===== config.mk =====
export PLATFORM = sky130hd
export DESIGN_NAME = router_1x3
export DESIGN_NICKNAME = d
export VERILOG_FILES = /design/src/rtl/router_1x3.sv
export SDC_FILE = /design/constraint.sdc
export NUM_CORES = 1
export LEC_CHECK = 0
export CORE_UTILIZATION = 45
export DETAILED_ROUTE_END_ITERATION = 12
export HOLD_SLACK_MARGIN = 0.06
export PLACE_DENSITY = 0.68
export SYNTH_ARGS = -nofsm -noshare
export SYNTH_HDL_FRONTEND = slang
export SYNTH_SLANG_ARGS = --single-unit

===== constraint.sdc =====
create_clock -name clk -period 3.95 [get_ports clk]
set_input_delay 0.79 -clock clk [delete_from_list [all_inputs] [get_ports clk]]
set_output_delay 0.79 -clock clk [all_outputs]
set_load 0.05 [all_outputs]

===== src/rtl/router_1x3.sv =====
// 1-to-3 byte-serial packet router: header-addressed steering into three
// 16x8 FIFOs, XOR parity check, and per-FIFO flush when a destination stalls.
module router_1x3 (
  input  logic       clk,
  input  logic       resetn,
  input  logic       pkt_valid,
  input  logic [7:0] data_in,
  input  logic       read_enb_0,
  input  logic       read_enb_1,
  input  logic       read_enb_2,
  output logic       busy,
  output logic       error,
  output logic       valid_out_0,
  output logic       valid_out_1,
  output logic       valid_out_2,
  output logic [7:0] data_out_0,
  output logic [7:0] data_out_1,
  output logic [7:0] data_out_2
);

  typedef enum logic [2:0] {
    DECODE_ADDRESS, LOAD_FIRST_DATA, LOAD_DATA, FIFO_FULL_STATE,
    LOAD_AFTER_FULL, LOAD_PARITY, CHECK_PARITY_ERROR, WAIT_TILL_EMPTY
  } state_e;

  state_e     state_q;
  logic [7:0] hdr_q, par_q, prx_q, held_q;
  logic       held_par_q, drop_q, busy_q, error_q;

  logic [7:0] mem_q    [3][16];
  logic [4:0] wr_ptr_q [3];
  logic [4:0] rd_ptr_q [3];
  logic [4:0] tmo_q    [3];
  logic [7:0] dout_q   [3];

  logic [2:0] rd_en_s, empty_s, full_s, rd_fire_s, flush_s;
  logic [1:0] tgt_s;
  logic       wr_ok_s, we_s, abort_s, drop_abort_s;
  logic [7:0] wdata_s;

  // FIFO status, pops and stall-timeout flush requests
  always_comb begin
    rd_en_s = {read_enb_2, read_enb_1, read_enb_0};
    for (int i = 0; i < 3; i++) begin
      empty_s[i]   = (wr_ptr_q[i] == rd_ptr_q[i]);
      full_s[i]    = (wr_ptr_q[i] == {~rd_ptr_q[i][4], rd_ptr_q[i][3:0]});
      rd_fire_s[i] = rd_en_s[i] & ~empty_s[i];
      flush_s[i]   = ~empty_s[i] & ~rd_en_s[i] & (tmo_q[i] == 5'd29);
    end
  end

  // Write-port decode; a pop in the same cycle frees room for a write into a full FIFO
  always_comb begin
    tgt_s        = hdr_q[1:0];
    wr_ok_s      = ~full_s[tgt_s] | rd_fire_s[tgt_s];
    we_s         = 1'b0;
    wdata_s      = 8'h00;
    abort_s      = 1'b0;
    drop_abort_s = 1'b0;
    case (state_q)
      LOAD_FIRST_DATA: begin
        we_s         = 1'b1;
        wdata_s      = hdr_q;
        abort_s      = flush_s[tgt_s];
        drop_abort_s = 1'b1;
      end
      LOAD_DATA: begin
        we_s         = pkt_valid & wr_ok_s;
        wdata_s      = data_in;
        abort_s      = flush_s[tgt_s];
        drop_abort_s = pkt_valid;
      end
      LOAD_PARITY: begin
        we_s    = wr_ok_s;
        wdata_s = prx_q;
        abort_s = flush_s[tgt_s];
      end
      LOAD_AFTER_FULL: begin
        we_s         = 1'b1;
        wdata_s      = held_q;
        abort_s      = flush_s[tgt_s];
        drop_abort_s = ~held_par_q;
      end
      FIFO_FULL_STATE: begin
        abort_s      = flush_s[tgt_s];
        drop_abort_s = ~held_par_q;
      end
      default: begin
        we_s = 1'b0;
      end
    endcase
  end

  // FIFO storage, written only by the FSM
  always_ff @(posedge clk) begin
    for (int i = 0; i < 3; i++) begin
      if (we_s && (tgt_s == 2'(i)) && !flush_s[i]) begin
        mem_q[i][wr_ptr_q[i][3:0]] <= wdata_s;
      end
    end
  end

  // FIFO pointers, registered read data and stall-timeout counters
  always_ff @(posedge clk or negedge resetn) begin
    if (!resetn) begin
      for (int i = 0; i < 3; i++) begin
        wr_ptr_q[i] <= 5'd0;
        rd_ptr_q[i] <= 5'd0;
        tmo_q[i]    <= 5'd0;
        dout_q[i]   <= 8'h00;
      end
    end else begin
      for (int i = 0; i < 3; i++) begin
        if (flush_s[i]) begin
          wr_ptr_q[i] <= 5'd0;
          rd_ptr_q[i] <= 5'd0;
          tmo_q[i]    <= 5'd0;
          dout_q[i]   <= 8'h00;
        end else begin
          if (we_s && (tgt_s == 2'(i))) wr_ptr_q[i] <= wr_ptr_q[i] + 5'd1;
          if (rd_fire_s[i]) begin
            rd_ptr_q[i] <= rd_ptr_q[i] + 5'd1;
            dout_q[i]   <= mem_q[i][rd_ptr_q[i][3:0]];
          end
          if (empty_s[i] || rd_en_s[i]) tmo_q[i] <= 5'd0;
          else                          tmo_q[i] <= tmo_q[i] + 5'd1;
        end
      end
    end
  end

  // Packet FSM; drop_q discards the tail of a packet whose FIFO was flushed mid-write
  always_ff @(posedge clk or negedge resetn) begin
    if (!resetn) begin
      state_q    <= DECODE_ADDRESS;
      busy_q     <= 1'b0;
      error_q    <= 1'b0;
      hdr_q      <= 8'h00;
      par_q      <= 8'h00;
      prx_q      <= 8'h00;
      held_q     <= 8'h00;
      held_par_q <= 1'b0;
      drop_q     <= 1'b0;
    end else if (abort_s) begin
      state_q <= DECODE_ADDRESS;
      busy_q  <= 1'b0;
      drop_q  <= drop_abort_s;
    end else begin
      case (state_q)
        DECODE_ADDRESS: begin
          if (drop_q) begin
            if (!pkt_valid) drop_q <= 1'b0;
          end else if (pkt_valid && (data_in[1:0] != 2'b11)) begin
            hdr_q   <= data_in;
            busy_q  <= 1'b1;
            state_q <= empty_s[data_in[1:0]] ? LOAD_FIRST_DATA : WAIT_TILL_EMPTY;
          end
        end
        WAIT_TILL_EMPTY: begin
          if (empty_s[tgt_s]) state_q <= LOAD_FIRST_DATA;
        end
        LOAD_FIRST_DATA: begin
          par_q   <= hdr_q;
          busy_q  <= 1'b0;
          state_q <= LOAD_DATA;
        end
        LOAD_DATA: begin
          if (pkt_valid) begin
            if (wr_ok_s) begin
              par_q <= par_q ^ data_in;
            end else begin
              held_q     <= data_in;
              held_par_q <= 1'b0;
              busy_q     <= 1'b1;
              state_q    <= FIFO_FULL_STATE;
            end
          end else begin
            prx_q   <= data_in;
            busy_q  <= 1'b1;
            state_q <= LOAD_PARITY;
          end
        end
        FIFO_FULL_STATE: begin
          if (!full_s[tgt_s]) state_q <= LOAD_AFTER_FULL;
        end
        LOAD_AFTER_FULL: begin
          if (held_par_q) begin
            state_q <= CHECK_PARITY_ERROR;
          end else begin
            par_q   <= par_q ^ held_q;
            busy_q  <= 1'b0;
            state_q <= LOAD_DATA;
          end
        end
        LOAD_PARITY: begin
          if (wr_ok_s) begin
            state_q <= CHECK_PARITY_ERROR;
          end else begin
            held_q     <= prx_q;
            held_par_q <= 1'b1;
            state_q    <= FIFO_FULL_STATE;
          end
        end
        CHECK_PARITY_ERROR: begin
          error_q <= (par_q != prx_q);
          busy_q  <= 1'b0;
          state_q <= DECODE_ADDRESS;
        end
        default: begin
          busy_q  <= 1'b0;
          state_q <= DECODE_ADDRESS;
        end
      endcase
    end
  end

  assign busy        = busy_q;
  assign error       = error_q;
  assign valid_out_0 = ~empty_s[0];
  assign valid_out_1 = ~empty_s[1];
  assign valid_out_2 = ~empty_s[2];
  assign data_out_0  = dout_q[0];
  assign data_out_1  = dout_q[1];
  assign data_out_2  = dout_q[2];

endmodule


# Word level (Yosys, flattened, before mapping)

Memories as Yosys holds them, arrays and structs flattened.
Index checks and enable logic that the tools add are counted.

Add/subtract/negate cells: 9
$mul: 0
Div/mod/pow operators: 0
Magnitude comparators: 11
Equal/unequal tests: 31
Shift operators: 0
Muxes and demuxes: 98
Bitwise gates (word level): 33
Reduce and logical (&&, ||, !) cells: 41

Operators by type and width:

| operator                                                              | count |
|---|---|
| 128-bit 2-to-1 mux                                                    | 7 |
| 128-bit OR reduction                                                  | 2 |
| 8-bit 2-to-1 mux                                                      | 21 |
| 8-bit binary-select mux with 4-bit select                             | 3 |
| 8-bit demux with 4-bit select                                         | 3 |
| 5-bit 2-to-1 mux                                                      | 18 |
| 5-bit by 1-bit adder with 5-bit output (second input constant)        | 9 |
| 8-bit one-hot mux with 4 select lines                                 | 1 |
| 5-bit == test                                                         | 6 |
| 5-bit >= comparator (second input constant)                           | 6 |
| 3-bit 2-to-1 mux                                                      | 10 |
| 4-bit NOT with 5-bit output                                           | 6 |
| 3-bit one-hot mux with 8 select lines                                 | 1 |
| 8-bit one-hot mux with 3 select lines                                 | 1 |
| 1-bit 2-to-1 mux                                                      | 21 |
| 5-bit AND reduction                                                   | 4 |
| 8-bit one-hot mux with 2 select lines                                 | 1 |
| 2-bit nonzero test                                                    | 8 |
| 8-bit XOR                                                             | 2 |
| 5-bit == test (second input constant)                                 | 3 |
| 5-bit by 1-bit < comparator with 1-bit output (second input constant) | 3 |
| 3-bit inequality test (second input constant)                         | 5 |
| 1-bit NOT                                                             | 14 |
| 3-bit == test (second input constant)                                 | 4 |
| 27 further kinds                                                      | 64 |

Register bits after elaboration: 108
Latch bits: 0
RAM bits: 384
Memory bits (read-only): 0
Input port bits: 14
Output and inout bits: 29
Word-level logic and storage cells: 245
Memories kept: 1

Memory list:

| memory | depth | bits a word | rd ports | clocked after memory_dff | write ports | RTL line | source |
|---|---|---|---|---|---|---|---|
| mem_q  | 3     | 128         | 3        | 0                        | 1           | 30       | `logic [7:0] mem_q [3][16];` |

# Longest topological paths before layout

Gate-level depths: netlist of the first run.

Depth in word-level cells: 15
Gate-level depth with buffers: 10
Mapped depth without buffers: 8

# Worst setup path before layout of the first run

Ideal clock, no wire load.

Kind: register -> register
Start point: reg state_q[2]
End point: mem mem_q[0][0] (netlist name) (data pin)
Setup time: 0.578 ns
Arrival time: 3.152 ns
Data required time: 3.372 ns
Path slack: 0.220 ns
Stages on the path, launching flop included: 7
Buffers on the path: 2
Period minus slack after synthesis: 3.730 ns
Cells stage by stage: dfrtp_1 clkbuf_1 clkbuf_1 mux2i_1 nor2_1 a21oi_1 o21ai_0

Elaborated cells on any way between the ends: 14
Classes of those cells: eq/ne (4); mux (6); reduce/logical (4)

RTL lines:

| item                                      | RTL line | source |
|---|---|---|
| start: declaration                        | 26       | `state_e state_q;` |
| start signal: assignment                  | 156      | `state_q <= empty_s[data_in[1:0]] ? LOAD_FIRST_DATA : WAIT_TILL_EMPTY;` |
| 3-bit == test (tied with other cells)     | 60       | `case (state_q)` |
| 8-bit one-hot mux with 4 select lines (*) | 60       |  |
| named net wdata_s[0]                      | 39       | `logic [7:0] wdata_s;` |
| 128-bit 2-to-1 mux (no source line)       | n/a      |  |
| 128-bit 2-to-1 mux (no source line) (*)   | n/a      |  |
| end: declaration                          | 30       |  |

Mark *: on every way through the listed nets, which the timed path passes. The rest lies on a longest branch.

# Final worst setup path of the first run

Start point: reg rd_ptr_q[8] (netlist name)
End point: out valid_out_1

Cells in the longest elaborated chain, start to end: 2

Ends and longest elaborated chain:

| item                             | RTL line | source |
|---|---|---|
| start: declaration               | 32       | `logic [4:0] rd_ptr_q [3];` |
| start signal: indexed assignment | 122      | `rd_ptr_q[i] <= rd_ptr_q[i] + 5'd1;` |
| 5-bit == test                    | 45       | `empty_s[i] = (wr_ptr_q[i] == rd_ptr_q[i]);` |
| 1-bit NOT                        | 220      | `assign valid_out_1 = ~empty_s[1];` |
| end: declaration                 | 14       | `output logic valid_out_1,` |

Every way passes these cells.

==> results of run 1 <==
[critical path, delay by kind of cell (launching register included)]
family,cells,cell delay [ps]
xor gates and xnor gates,1,170
DFF,1,350
buffers and inverters,2,970
and+or+nand+nor,2,790
[worst paths after layout]
kind | cells past startpoint | slack [ps] | endpoint | from
max | 5 | 270 | valid_out_1 | rd_ptr_q[8]
min | 1 | 320 | data_out_0[3] | resetn
max reg2reg | 9 | 580 | mem_q[0][378] | rd_ptr_q[13]
min reg2reg | 1 | 490 | tmo_q[5] | tmo_q[5]
max in group asynchronous | 2 | 2830 | rd_ptr_q[5] | resetn
min in group clk | 1 | 490 | tmo_q[5] | tmo_q[5]
[registers in the layout, indices dropped and copies added, names as in the netlist, 3 cells and up]
| register | flops |
|---|---|
| data_out_0 | 8 |
| data_out_1 | 8 |
| data_out_2 | 8 |
| hdr_q | 8 |
| held_q | 8 |
| mem_q | 384 |
| par_q | 8 |
| prx_q | 8 |
| rd_ptr_q | 15 |
| state_q | 3 |
| tmo_q | 15 |
| wr_ptr_q | 15 |
[cells by family after synthesis]
family                     Yosys count  synth area share (%)
muxes                              173                 15.56
DFF                                492                 67.29
adders and majority gates           21                 1.242
xor gates and xnor gates            41                 1.698
buffers and inverters               89                 1.893
and+or+nand+nor                    321                 8.069
AOI/OAI and AO/OA                  130                 4.241
[metal layers]
metal  vias to the layer above  share of wire, %  GRT usage (%)
li1                       5126                 -              -
met1                      6051                42          30.00
met2                       455                48          33.69
met3                        83               6.8          3.423
met4                         0               2.6          6.759
met5                         -                 0              0
[power groups by stage]
stage	clock, mW	sequential (mW)	combinational, mW
2_1_floorplan	0	8.15	4.46
3_5_place_dp	0	7.81	7.53
3_3_place_gp	0	7.79	7.43
4_1_cts	4.79	7.71	7.55
6_report	4.72	7.71	7.48
5_1_grt	5.00	7.80	8.05
[layout make-up]
class,instances,area [um^2],share of cell area [%]
multi-input combinational,686,6615,27.38
inverter,19,71.32,0.2952
timing repair buffer,94,820.8,3.398
clock buffer,78,1499,6.205
tap,607,759.5,3.144
sequential,492,14240,58.94
clock inverter,16,153.9,0.6371
[cells in the final DEF, fill, tap and decap left out, types with 9 or more instances in the layout]
cell type | Yosys | layout
xor2_1 | 27 | 27
nor2_1 | 54 | 54
nand4_1 | 16 | 16
clkbuf_16 | 0 | 52
nand2b_1 | 18 | 18
inv_1 | 19 | 19
clkbuf_8 | 0 | 10
mux2i_1 | 30 | 30
and2_1 | 9 | 9
edfxtp_1 | 384 | 384
xnor2_1 | 14 | 14
clkinv_2 | 0 | 9
clkdlybuf4s50_1 | 0 | 41
a21oi_1 | 35 | 35
o21ai_0 | 37 | 32
nor2b_1 | 11 | 11
nand2_1 | 115 | 115
mux4_2 | 120 | 120
ha_1 | 21 | 21
nand3_1 | 37 | 37
dfrtp_1 | 108 | 105
and4_1 | 44 | 44
clkbuf_1 | 40 | 16
buf_4 | 2 | 52
[per-stage QoR]
stage | hold WS (ps) | std cells | worst slack [ps] | instance area [um^2]
floorplan | 460.8 | 1267 | 219.9 | 21150
global placement | 471.5 | 1898 | 225.6 | 22500
detailed placement | 485.8 | 1898 | 125.3 | 22500
CTS | 322.7 | 1992 | 215.4 | 24160
global route | 381.1 | 1992 | 135.0 | 24160
finish | 317.9 | 1992 | 269.7 | 24160
==> flow_summary.ini, run 1 <==
[logic_synthesis]
synthesis.area_um2 = 21150
yosys-top-cells-area = edfxtp_1 55%, dfrtp_1 13%, mux4_2 13%, nand2_1 2.0%, and4_1 1.8%
netlist.area_leader.share_pct = 54.52
yosysMostFrequentCell = edfxtp_1
synth_seq_cells = 492
synth_top_area_cell = edfxtp_1
synthArstFlopShare_pct = 21.95
syn_inst = 1267
synth_nets = 1302
yosysWarningCount = 0
syn_avg_cell_area_um2 = 16.69
synth-edff-count = 384
synth_flop_cell = edfxtp_1
ys_types = 59
yosys-top-cells-count = 384 x edfxtp_1, 120 x mux4_2, 115 x nand2_1
yosysSeqAreaShare_pct = 67.29

[clocking]
clk_path_buf_depth = 3
root_buffer = clkbuf_16
ctsHtreeMaxLevel = 2
cts_made_buffers = 50
cts_tree = built
clk_latency_ps = 600
cts-resized-gates = 0
clkSinkCount = 492
holdBufCountCts = 0
postCtsSetupBuffers = 0
path_clk_slew_ps = 60

[sta]
finClkSkew_ps = 20.20
slew_violations = 0
finalCritPeriodShare_pct = 93.17
max-slew-margin-rel_pct = 40.55
fmax_mhz = 271.7
setup_viol = 0
rsz0062_at_grt = false
setup_tns_ps = 0
min_period_ps = 3680
hold_viol_final = 0
worst_slew_pin_slew_ps = 891.7

[setup_path]
path_cells = buf_4, xor2_1, nor4_4, nand2_1, clkdlybuf4s50_1
cp-start-kind = flip-flop
critPathKind = reg -> out
max_stage_delay_ps = 790
endpoint_kind = output pin
cp_max_fo = 11
worst_path_max_delay_cell = clkdlybuf4s50_1
worstPathArrival_ps = 2890
cp.required_ps = 3160

[pwr]
combPwrFrac_pct = 37.6
seq_power_share_pct = 38.7
p_clk_share_pct = 23.7
finalPower_mw = 19.91
peakVddDrop_uv = 648.5
p_int_mw = 12.72
switching_share_pct = 36.13
p_leak_nw = 8.536
p_switching_mw = 7.193
p_per_area_nw_per_um2 = 824.2

[cells_and_area]
areaGrowthSynthToFinish_pct = 14.21
fin_nets = 1378
final_core_util_pct = 52.00
nFillCells = 3749
drive_above_1_share_pct = 21.37
antenna_cells = 0

[grt]
grt_pass1_wl_mm = 75.25
antenna_found_initial = 0
grt_pass1_vias = 12050
grt_max_degree = 61
grt_use_total_pct = 21.19
grt_overflow = 0

[job]
maxCapViolations = 0

[floorplanning]
rows = 79
design.core.area_um2 = 46460
dieArea_um2 = 47870
die_h_um = 218.8
pin_count = 43
start_util_pct = 45.53
die_w_um = 218.8

[drt]
drt_drc_violations_left = 0
first_iter_violations = 1167
vias = 11720
drt_pass1_iterations = 5
routedWlPerCell_um = 24.42
wl_mm = 48.65
vias_per_cell = 5.881
antenna_left = 0

[place]
port_buffers = 42
gp_congestion = 0.8444
place_hpwl_mm = 30.97

[min_path]
hold_path.class = in -> async

[outcome]
status = complete, no violations
No activity file was read; power rests on OpenSTA's default activity.
==> run 2, diff against run 1 <==
--- a/config.mk
+++ b/config.mk
@@ -7,4 +7,5 @@
 export LEC_CHECK = 0
 export CORE_UTILIZATION = 45
+export CTS_BUF_LIST = sky130_fd_sc_hd__clkbuf_8
 export DETAILED_ROUTE_END_ITERATION = 12
 export HOLD_SLACK_MARGIN = 0.06
==> constraint.sdc (replaced) <==
create_clock -name clk -period 3.95 [get_ports clk]
set_input_delay 1.185 -clock clk [delete_from_list [all_inputs] [get_ports clk]]
set_output_delay 1.185 -clock clk [all_outputs]
set_load 0.05 [all_outputs]
==> flow_summary.ini, run 2 (synthesized netlist as in run 1, its figures left out) <==
[pwr]
combPwrFrac_pct = 39.0
p_per_area_nw_per_um2 = 798.4
switching_share_pct = 37.36
p_switching_mw = 7.182
seq_power_share_pct = 40.4
p_clk_share_pct = 20.6
peakVddDrop_uv = 572.9
p_int_mw = 12.04
p_leak_nw = 8.611
finalPower_mw = 19.23

[cells_and_area]
layout_commonest_cell = edfxtp_1
antenna_cells = 0
fin_nets = 1417
drive_above_1_share_pct = 22.64
largest_register_ffs = 384
design_area_um2 = 24080
layout_common_cells = 384 x edfxtp_1, 120 x mux4_2, 115 x nand2_1
areaGrowthSynthToFinish_pct = 13.84
final_core_util_pct = 51.83

[clocking]
clk_path_buf_depth = 3
cts-resized-gates = 0
clk_latency_ps = 640
root_buffer = clkbuf_8
ctsHtreeMaxLevel = 3
cts_made_buffers = 78
holdBufCountCts = 0
clkSinkCount = 492
cts_tree = built
postCtsSetupBuffers = 0
path_clk_slew_ps = 60

[sta]
finClkSkew_ps = 29.22
setup_viol = 0
slew_violations = 0
setup_tns_ps = 0
finalCritPeriodShare_pct = 92.11
hold_viol_final = 0
max-slew-margin-rel_pct = 39.98
rsz0062_at_grt = false
fmax_mhz = 274.9
min_period_ps = 3638
worst_slew_pin_slew_ps = 900.2

[setup_path]
worstPathArrival_ps = 2450
worst_path_dominant_cell_family = simple AND/OR/NAND/NOR gates
path_cells = xor2_1, nor4_4, nand2_1, buf_4
max_stage_delay_ps = 650
cp_max_fo = 11
worst_path_max_delay_cell = dfrtp_1
critPathKind = reg -> out
path_buf_inv = 1
endpoint_kind = output pin
cp-start-kind = flip-flop
cp.required_ps = 2760

[place]
place_hpwl_mm = 30.52
port_buffers = 42
gp_congestion = 0.8531
place_area_um2 = 22680

[job]
maxCapViolations = 0

[floorplanning]
rows = 79
dieArea_um2 = 47870
die_h_um = 218.8
pin_count = 43
design.core.area_um2 = 46460
start_util_pct = 45.53
die_w_um = 218.8

[grt]
grt_overflow = 0
grt_max_degree = 50
grt_pass1_wl_mm = 74.90
antenna_found_initial = 0
grt_pass1_vias = 12110
grt_use_total_pct = 21.12

[drt]
drt_pass1_iterations = 5
first_iter_violations = 1163
routedWlPerCell_um = 23.91
wl_mm = 48.95
drt_drc_violations_left = 0
antenna_left = 0
vias_per_cell = 5.868
vias = 12010

[outcome]
status = complete, no violations

[min_path]
hold_path.class = reg -> reg
run 2: cell count changes in the layout (fill, tap and decap cells not counted), sizes merged:
| cell | before | now |
|---|---|---|
| buf | 53 | 67 |
| bufinv | 2 | 1 |
| clkbuf | 78 | 83 |
| clkdlybuf4s50 | 41 | 38 |
| clkinv | 11 | 24 |
| clkinvlp | 1 | 3 |
| inv | 21 | 46 |
run 2: metrics by stage:
step / hold slack [ps] / setup WS, ps / std cells
finish: 489.4 / 311.8 / 2047
CTS: 492.9 / 272.3 / 2047
global placement: 478.9 / 55.38 / 1909
detailed placement: 484.1 / 6.050 / 1909
floorplan: 460.8 / 219.9 / 1267
global route: 516.8 / 89.61 / 2047
run 2: area by class of cell:
cell class	instances	area, um^2
multi-input cells	686	6615
inverters	19	71.32
flip-flops and latches	492	14240
clock buffers	83	1142
well taps	607	759.5
repair buffers	105	996.0
fillers	3746	22380
clock inverters	55	257.7
run 2: power by group through the flow:
stage | sequential [mW] | clock, mW | combinational, mW
final | 7.77 | 3.96 | 7.49
after global routing | 7.87 | 4.25 | 8.03
after CTS | 7.77 | 4.04 | 7.54
after detailed placement | 7.87 | 0 | 7.51
after global placement | 7.85 | 0 | 7.46
after floorplan | 8.15 | 0 | 4.46
run 2: path summary, 6_finish.rpt:
check,from,end,depth (start not counted),slack (ps)
worst min register to register,tmo_q[0],tmo_q[0],1,490
worst max register to register,rd_ptr_q[8],mem_q[0][244],9,670
worst min-delay path,tmo_q[0],tmo_q[0],1,490
worst max-delay path,rd_ptr_q[8],valid_out_1,4,310
min in group asynchronous,resetn,rd_ptr_q[4],1,590
max in group asynchronous,resetn,rd_ptr_q[5],2,2610
run 2: layer usage:
layer | GRT usage, % | part of all wire [%]
met2 | 32.32 | 47
met4 | 7.037 | 2.7
met3 | 4.158 | 7.3
met1 | 30.38 | 43
met5 | 0 | 0
